## config.mk

```make
export PLATFORM = sky130hd
export DESIGN_NAME = led_pattern_gen
export DESIGN_NICKNAME = d
export VERILOG_FILES = /design/src/rtl/led_pattern_gen.sv
export SDC_FILE = /design/constraint.sdc
export NUM_CORES = 1
export LEC_CHECK = 0
export CAP_MARGIN = 20
export CORE_MARGIN = 2
export CORE_UTILIZATION = 51
export CTS_BUF_LIST = sky130_fd_sc_hd__clkbuf_16
export DETAILED_ROUTE_END_ITERATION = 8
export MAX_ROUTING_LAYER = met4
export PLACE_DENSITY = 0.66
export SYNTH_ARGS = -nofsm -noshare
export SYNTH_HDL_FRONTEND = slang
export SYNTH_SLANG_ARGS = --single-unit
```

## constraint.sdc

```tcl
create_clock -name clock -period 5.6 [get_ports clock]
set_clock_uncertainty 0.15 [all_clocks]
set_input_delay 0.84 -clock clock [delete_from_list [all_inputs] [get_ports clock]]
set_output_delay 0.84 -clock clock [all_outputs]
set_load 0.01 [all_outputs]
```

## src/rtl/led_pattern_gen.sv

```systemverilog
// led_pattern_gen: multi-channel LED driver with per-channel off/on/blink/PWM modes.
// Optional macro LED_BREATHE_EN turns mode 3 into a ramping breathe effect.
module led_pattern_gen #(
    parameter int unsigned CHANNELS       = 8,
    parameter int unsigned PRESCALE       = 100000,
    parameter int unsigned PERIOD_W       = 16,
    parameter int unsigned DEFAULT_PERIOD = 500,
    parameter int unsigned ADDR_W         = 5
) (
    input  logic                clock,
    input  logic                reset_n,
    input  logic                cfg_wr_en,
    input  logic [ADDR_W-1:0]   cfg_addr,
    input  logic [1:0]          cfg_mode,
    input  logic [PERIOD_W-1:0] cfg_period,
    input  logic [7:0]          cfg_duty,
    input  logic                sync,
    output logic                tick,
    output logic [CHANNELS-1:0] gpio_led
);
    localparam int unsigned PRE_W = (PRESCALE > 1) ? $clog2(PRESCALE) : 1;
    localparam logic [PRE_W-1:0] PRE_LAST = PRE_W'(PRESCALE - 1);

    localparam logic [1:0] MODE_OFF   = 2'd0;
    localparam logic [1:0] MODE_ON    = 2'd1;
    localparam logic [1:0] MODE_BLINK = 2'd2;
    localparam logic [1:0] MODE_PWM   = 2'd3;

    logic [PRE_W-1:0]    pre_cnt;
    logic [PRE_W-1:0]    pre_nxt;
    logic [7:0]          pwm_cnt;

    logic [1:0]          mode      [CHANNELS];
    logic [PERIOD_W-1:0] period    [CHANNELS];
    logic [7:0]          duty      [CHANNELS];
    logic [PERIOD_W-1:0] cnt       [CHANNELS];
    logic                phase     [CHANNELS];
    logic [PERIOD_W-1:0] cnt_nxt   [CHANNELS];
    logic                phase_nxt [CHANNELS];
    logic [CHANNELS-1:0] led_nxt;
`ifdef LED_BREATHE_EN
    logic [7:0]          level     [CHANNELS];
    logic [7:0]          level_nxt [CHANNELS];
    logic                dir       [CHANNELS];
    logic                dir_nxt   [CHANNELS];
`endif

    assign pre_nxt = (pre_cnt == PRE_LAST) ? '0 : pre_cnt + PRE_W'(1);

    // Tick is registered so it is high exactly while pre_cnt sits at PRESCALE-1.
    always_ff @(posedge clock) begin
        if (!reset_n) begin
            pre_cnt <= '0;
            tick    <= 1'b0;
            pwm_cnt <= '0;
        end else begin
            pwm_cnt <= pwm_cnt + 8'd1;
            if (sync) begin
                pre_cnt <= '0;
                tick    <= 1'b0;
            end else begin
                pre_cnt <= pre_nxt;
                tick    <= (pre_nxt == PRE_LAST);
            end
        end
    end

    // Per-channel next state assuming no write or sync this cycle.
    always_comb begin
        for (int i = 0; i < CHANNELS; i++) begin
            cnt_nxt[i]   = cnt[i];
            phase_nxt[i] = phase[i];
            led_nxt[i]   = 1'b0;
`ifdef LED_BREATHE_EN
            level_nxt[i] = level[i];
            dir_nxt[i]   = dir[i];
            if (mode[i] != MODE_BLINK && mode[i] != MODE_PWM) begin
                level_nxt[i] = '0;
                dir_nxt[i]   = 1'b0;
`else
            if (mode[i] != MODE_BLINK) begin
`endif
                cnt_nxt[i]   = '0;
                phase_nxt[i] = 1'b0;
            end else if (tick) begin
                if (cnt[i] >= period[i]) begin
                    cnt_nxt[i]   = '0;
                    phase_nxt[i] = ~phase[i];
`ifdef LED_BREATHE_EN
                    // Triangle ramp 0..255..0, one step per completed phase.
                    if (!dir[i]) begin
                        level_nxt[i] = level[i] + 8'd1;
                        if (level[i] == 8'd254) dir_nxt[i] = 1'b1;
                    end else begin
                        level_nxt[i] = level[i] - 8'd1;
                        if (level[i] == 8'd1) dir_nxt[i] = 1'b0;
                    end
`endif
                end else begin
                    cnt_nxt[i] = cnt[i] + PERIOD_W'(1);
                end
            end

            case (mode[i])
                MODE_OFF:   led_nxt[i] = 1'b0;
                MODE_ON:    led_nxt[i] = 1'b1;
                MODE_BLINK: led_nxt[i] = phase[i];
`ifdef LED_BREATHE_EN
                default:    led_nxt[i] = (pwm_cnt < level[i]);
`else
                default:    led_nxt[i] = (pwm_cnt < duty[i]);
`endif
            endcase
        end
    end

    // Channel registers; reset beats write, write and sync both restart the channel.
    always_ff @(posedge clock) begin
        for (int i = 0; i < CHANNELS; i++) begin
            if (!reset_n) begin
                mode[i]     <= MODE_OFF;
                period[i]   <= PERIOD_W'(DEFAULT_PERIOD);
                duty[i]     <= '0;
                cnt[i]      <= '0;
                phase[i]    <= 1'b0;
                gpio_led[i] <= 1'b0;
`ifdef LED_BREATHE_EN
                level[i]    <= '0;
                dir[i]      <= 1'b0;
`endif
            end else begin
                gpio_led[i] <= led_nxt[i];
                if (cfg_wr_en && cfg_addr == ADDR_W'(i)) begin
                    mode[i]   <= cfg_mode;
                    period[i] <= cfg_period;
                    duty[i]   <= cfg_duty;
                    cnt[i]    <= '0;
                    phase[i]  <= 1'b0;
`ifdef LED_BREATHE_EN
                    level[i]  <= '0;
                    dir[i]    <= 1'b0;
`endif
                end else if (sync) begin
                    cnt[i]    <= '0;
                    phase[i]  <= 1'b0;
`ifdef LED_BREATHE_EN
                    level[i]  <= '0;
                    dir[i]    <= 1'b0;
`endif
                end else begin
                    cnt[i]    <= cnt_nxt[i];
                    phase[i]  <= phase_nxt[i];
`ifdef LED_BREATHE_EN
                    level[i]  <= level_nxt[i];
                    dir[i]    <= dir_nxt[i];
`endif
                end
            end
        end
    end

endmodule

```

Word level (Yosys, flattened, before mapping)
Memories as Yosys holds them, arrays and structs flattened.
Index checks and enable logic that the tools add are counted.
Widths: inputs -> output; s select.
Word-level totals
  flip-flop bits (word level): 34
  bits in writable memories: 344
  bits of input ports: 35
  logic and storage cells: 371
  memories: 5
Memory list
  cnt: depth 8, width 16, rd ports 8, clocked after Yosys merged registers in 0, wr ports 8, RTL line 36  | logic [PERIOD_W-1:0] cnt [CHANNELS];
  period: depth 8, width 16, rd ports 8, clocked after Yosys merged registers in 0, wr ports 8, RTL line 34  | logic [PERIOD_W-1:0] period [CHANNELS];
  duty: depth 8, width 8, rd ports 8, clocked after Yosys merged registers in 0, wr ports 8, RTL line 35  | logic [7:0] duty [CHANNELS];
  mode: depth 8, width 2, rd ports 8, clocked after Yosys merged registers in 0, wr ports 8, RTL line 33  | logic [1:0] mode [CHANNELS];
  phase: depth 8, width 1, rd ports 8, clocked after Yosys merged registers in 0, wr ports 8, RTL line 37  | logic phase [CHANNELS];
Cells by class
  add/subtract/negate cells: 10
  $lt $le $gt $ge: 16
  eq/ne operators: 33
  mux-type cells: 204
  bitwise gates (word level): 81
  reductions and logical operators: 18
Operator list (number)
  $mux 16: 56
  $add 16x1->16 const B: 8
  $ge 16x16->1: 8
  $mux 1: 123
  $or 1x1->1: 72
  $lt 8x8->1: 8
  $mux 8: 8
  $eq 17x17->1 const B: 2
  $pmux 1 s3: 8
  $eq 5x3->1 const B: 4
  $add 17x1->17 const B: 1
  $mux 17: 1
  $eq 2x1->1 const B: 8
  $eq 2x2->1 const B: 8
  $logic_not 2->1: 8
  $mux 2: 8
  $ne 2x2->1 const B: 8
  $eq 5x2->1 const B: 2
  $not 1->1: 9
  $add 8x1->8 const B: 1
  $logic_and 1x1->1: 8
  $eq 5x1->1 const B: 1
  $logic_not 5->1: 1
  $reduce_or 2->1: 1

Longest topological paths before layout
  depth after elaboration: 8
  mapped depth: 10

Worst setup path after synthesis
Ideal clock, no wire load.
  path type: input to register
  start point: in cfg_addr[2]
  end point: mem duty[0][0], enable pin
  library setup time: 0.387 ns
  arrival: 2.105 ns
  required time: 5.063 ns
  slack: 2.959 ns
  stages on the path: 3
  path buffers: 0
  cell sequence: nor4b_2 > and2_1 > nand2b_1
RTL lines
  start: declaration: RTL line 13  | input logic [ADDR_W-1:0] cfg_addr,
  end: declaration: RTL line 35

==> metrics.txt <==
number of H-tree levels 2; All-Layer GR Usage 23.7%; layout net count 2196; async set-reset flop share out of synthesis 0%; layer with the highest usage met2; startpoint types input pin; run status complete, no violations; achievable frequency 290 MHz; Root Buffer Master clkbuf_16; YS warnings 0; vias in the first global route 13700; xor and xnor area share after synthesis 5.57%; final worst slack 2.15 ns; DRC 0; global routing met1 resource utilization 30.7%; Synth Flop Type edfxtp_1; Clk pwr share 43.3%; CTS Sinks 378; reg2reg setup slack 2.84 ns; Pwr Total 6540 uW; final antenna-violating net count 0; Hold Crit Depth 2; clk slew on worst S/H paths 0.06 ns; post-synthesis cell type count 57; Placer Congestion 0.816; core area 0.0399 mm^2; Net Sw Frac 23.4%; WHS Endpoint phase[1][0]$_DFF_P_; drt first pass iters 5; Syn Inst Count 1909; grt total ovfl 0; WP data arrival 3.48 ns; CP max stage cell nand2_1; critical path endpoint category register; combinational share of power 6.7%; Max VDD drop roughly 240 uV; Tcrit/Tclk final 61.6%; Post-Syn Area 0.0207 mm^2; P per Cell Area 281 mW/mm^2; clock buffer depth 3; Worst slew margin 26.9%; Simple-Gate Fraction of Synth Area between 15 and 20%; DR iter-0 viols approximately 1100; largest family of logic cells by synthesized area simple AND/OR/NAND/NOR gates; #FFs+latches synth 378; WS Path Type in -> reg; Internal 5010 uW; crit path cell chain clkdlybuf4s50_1 > nor4b_2 > nand3_1 > nand2_1; Die Span Y around 210 um; max-slew violation count 0; Worst-Margin Slew 1.09 ns; final hold vios 0; die width 206 um; total negative setup slack 0 ns; vias per cell 5.53; top-level I/O count 44; Setup WS pre-CTS ~1.7 ns; Synth Area in Compound Gates 5.78%; routed vias 14000; beginning of the worst hold path phase[1][0]$_DFF_P_; Initial Util 52.0%; NetSw 1530 uW; Avg Inst Size Synth 10.9 um^2; Post-synth EDFFs approximately 340; Hold Crit Class reg -> reg; met2 Resource Use GR 36.6%; clock buffer count from CTS between 40 and 50; share of layout cells above drive strength 1 4.85%; part of the power in registers 50.0%; post_cts resized 0; setup violators final 0; CP Launch Point cfg_addr[2]; adder and majority gate portion of the synthesized area 11.7%; most frequent cells in the layout 343 x edfxtp_1, 212 x inv_1, 208 x nor2_1, 194 x ha_1, 144 x and2_1; Worst path top cell family by delay simple AND/OR/NAND/NOR gates; Worst-Skew Late Latency ~0.57 ns; # hold bufs at CTS 0; post-DP HPWL 31200 um; Crit Path Max Fanout 26; RSZ-0062 raised after global routing false; Area Growth Syn to Fin 12.2%; critical path's largest stage delay 0.92 ns; CP required 5.63 ns; wire per inst 18.6 um; DRT Wirelength 47100 um; first-pass GRT wire length around 74000 um; post-synthesis sequential area ratio a little over half; max cap viols 0; reg2reg start tick$_SDFF_PP0_; row count between 70 and 80; initial antenna violation count 4; M3 GR Usage approximately 4.2%; Critical path buffers and inverters 1; reg-to-reg endpoint cnt[1][60]$_SDFFCE_PP0P_; CTS tree yes; mux contribution to synthesized area less than 1%; largest net degree at the start of global routing 64; reg2reg path depth 3; Port Buffer Count 43; cell leakage power 0.00962 uW; most common cell after layout, fill and taps aside edfxtp_1; Final min period 3.45 ns; die footprint 0.0423 mm^2; # Post-CTS Setup Buffers 0
## sequential cells by signal (all words and copies together) (netlist names)
| register | cells |
|---|---|
| period | 128 |
| tick | 1 |
| pre_cnt | 17 |
| duty | 64 |
| mode | 16 |
| cnt | 128 |
| gpio_led | 8 |
| pwm_cnt | 8 |
| phase | 8 |
## kinds of logic (layout without fill, tap and decap cells)
family	after synthesis	after routing
compound gates	192	192
xor+xnor	132	132
fa+ha+maj	194	194
buf+inv	254	339
flops	378	378
mux	1	1
other cells	1	12
simple gates	757	757
## cell type report
cell class                      count  area [um^2]
Fill cell                        3302        16600
Sequential cell                   378        11000
Multi-Input combinational cell   1283         8800
Clock buffer                       45         1130
Inverter                          206          773
Tap cell                          525          657
Timing Repair Buffer               55          621
Clock inverter                     33          290
Antenna cell                        5         12.5
## metal layers
metal | wire length [um] | vias to the layer above
met2 | 21700 | 356
met3 | 2750 | 107
met4 | 1700 | 0
met1 | 21000 | 6727
met5 | 0 | -
li1 | - | 6794
## stage by stage
stage	area [um^2]	cells	utilization, %	hold slack [ns]
4_1_cts	23100	2518	58.0	0.340
3_3_place_gp	21700	2439	54.4	0.321
6_report	23300	2530	58.3	0.341
5_1_grt	23300	2527	58.3	0.383
2_1_floorplan	20800	1915	-	0.303
3_5_place_dp	21700	2440	54.4	0.330
## how the worst max path moves through the flow
| stage | to | slack [ns] | depth (start not counted) |
|---|---|---|---|
| floorplan | duty[0][0]$_SDFFCE_PN0P_ | 2.96 | 3 |
| global placement | period[0][63]$_SDFFCE_PN0P_ | 1.70 | 4 |
| detailed placement | duty[0][25]$_SDFFCE_PN0P_ | 1.71 | 4 |
| CTS | duty[0][26]$_SDFFCE_PN0P_ | 2.27 | 4 |
| global route | period[0][61]$_SDFFCE_PN0P_ | 2.01 | 4 |
| finish | period[0][57]$_SDFFCE_PN0P_ | 2.15 | 4 |
## worst register-to-register path, delay by kind of cell (launching register included)
family,cells,cell delay (ns)
buf+inv,2,0.81
flops,1,0.30
simple gates,1,0.95
## power by group through the flow
stage / registers [uW] / logic (uW) / clock network (uW)
4_1_cts: 3270 / 429 / 2880
2_1_floorplan: 3300 / 254 / 0
3_5_place_dp: 3330 / 425 / 0
6_report: 3270 / 436 / 2830
3_3_place_gp: 3330 / 402 / 0
5_1_grt: 3280 / 491 / 2990
## synthesized netlist by cell type, drive strengths merged, types with 45 or more instances
library cell,instances,area (um^2)
xnor2,51,447
nand2,82,308
and2,144,901
and3,45,282
inv,206,773
ha,194,2430
nand3,83,420
xor2,81,709
edfxtp,343,10300
a21oi,75,375
or3,51,319
nor2,208,781
Power figures use the tool's default switching activity.
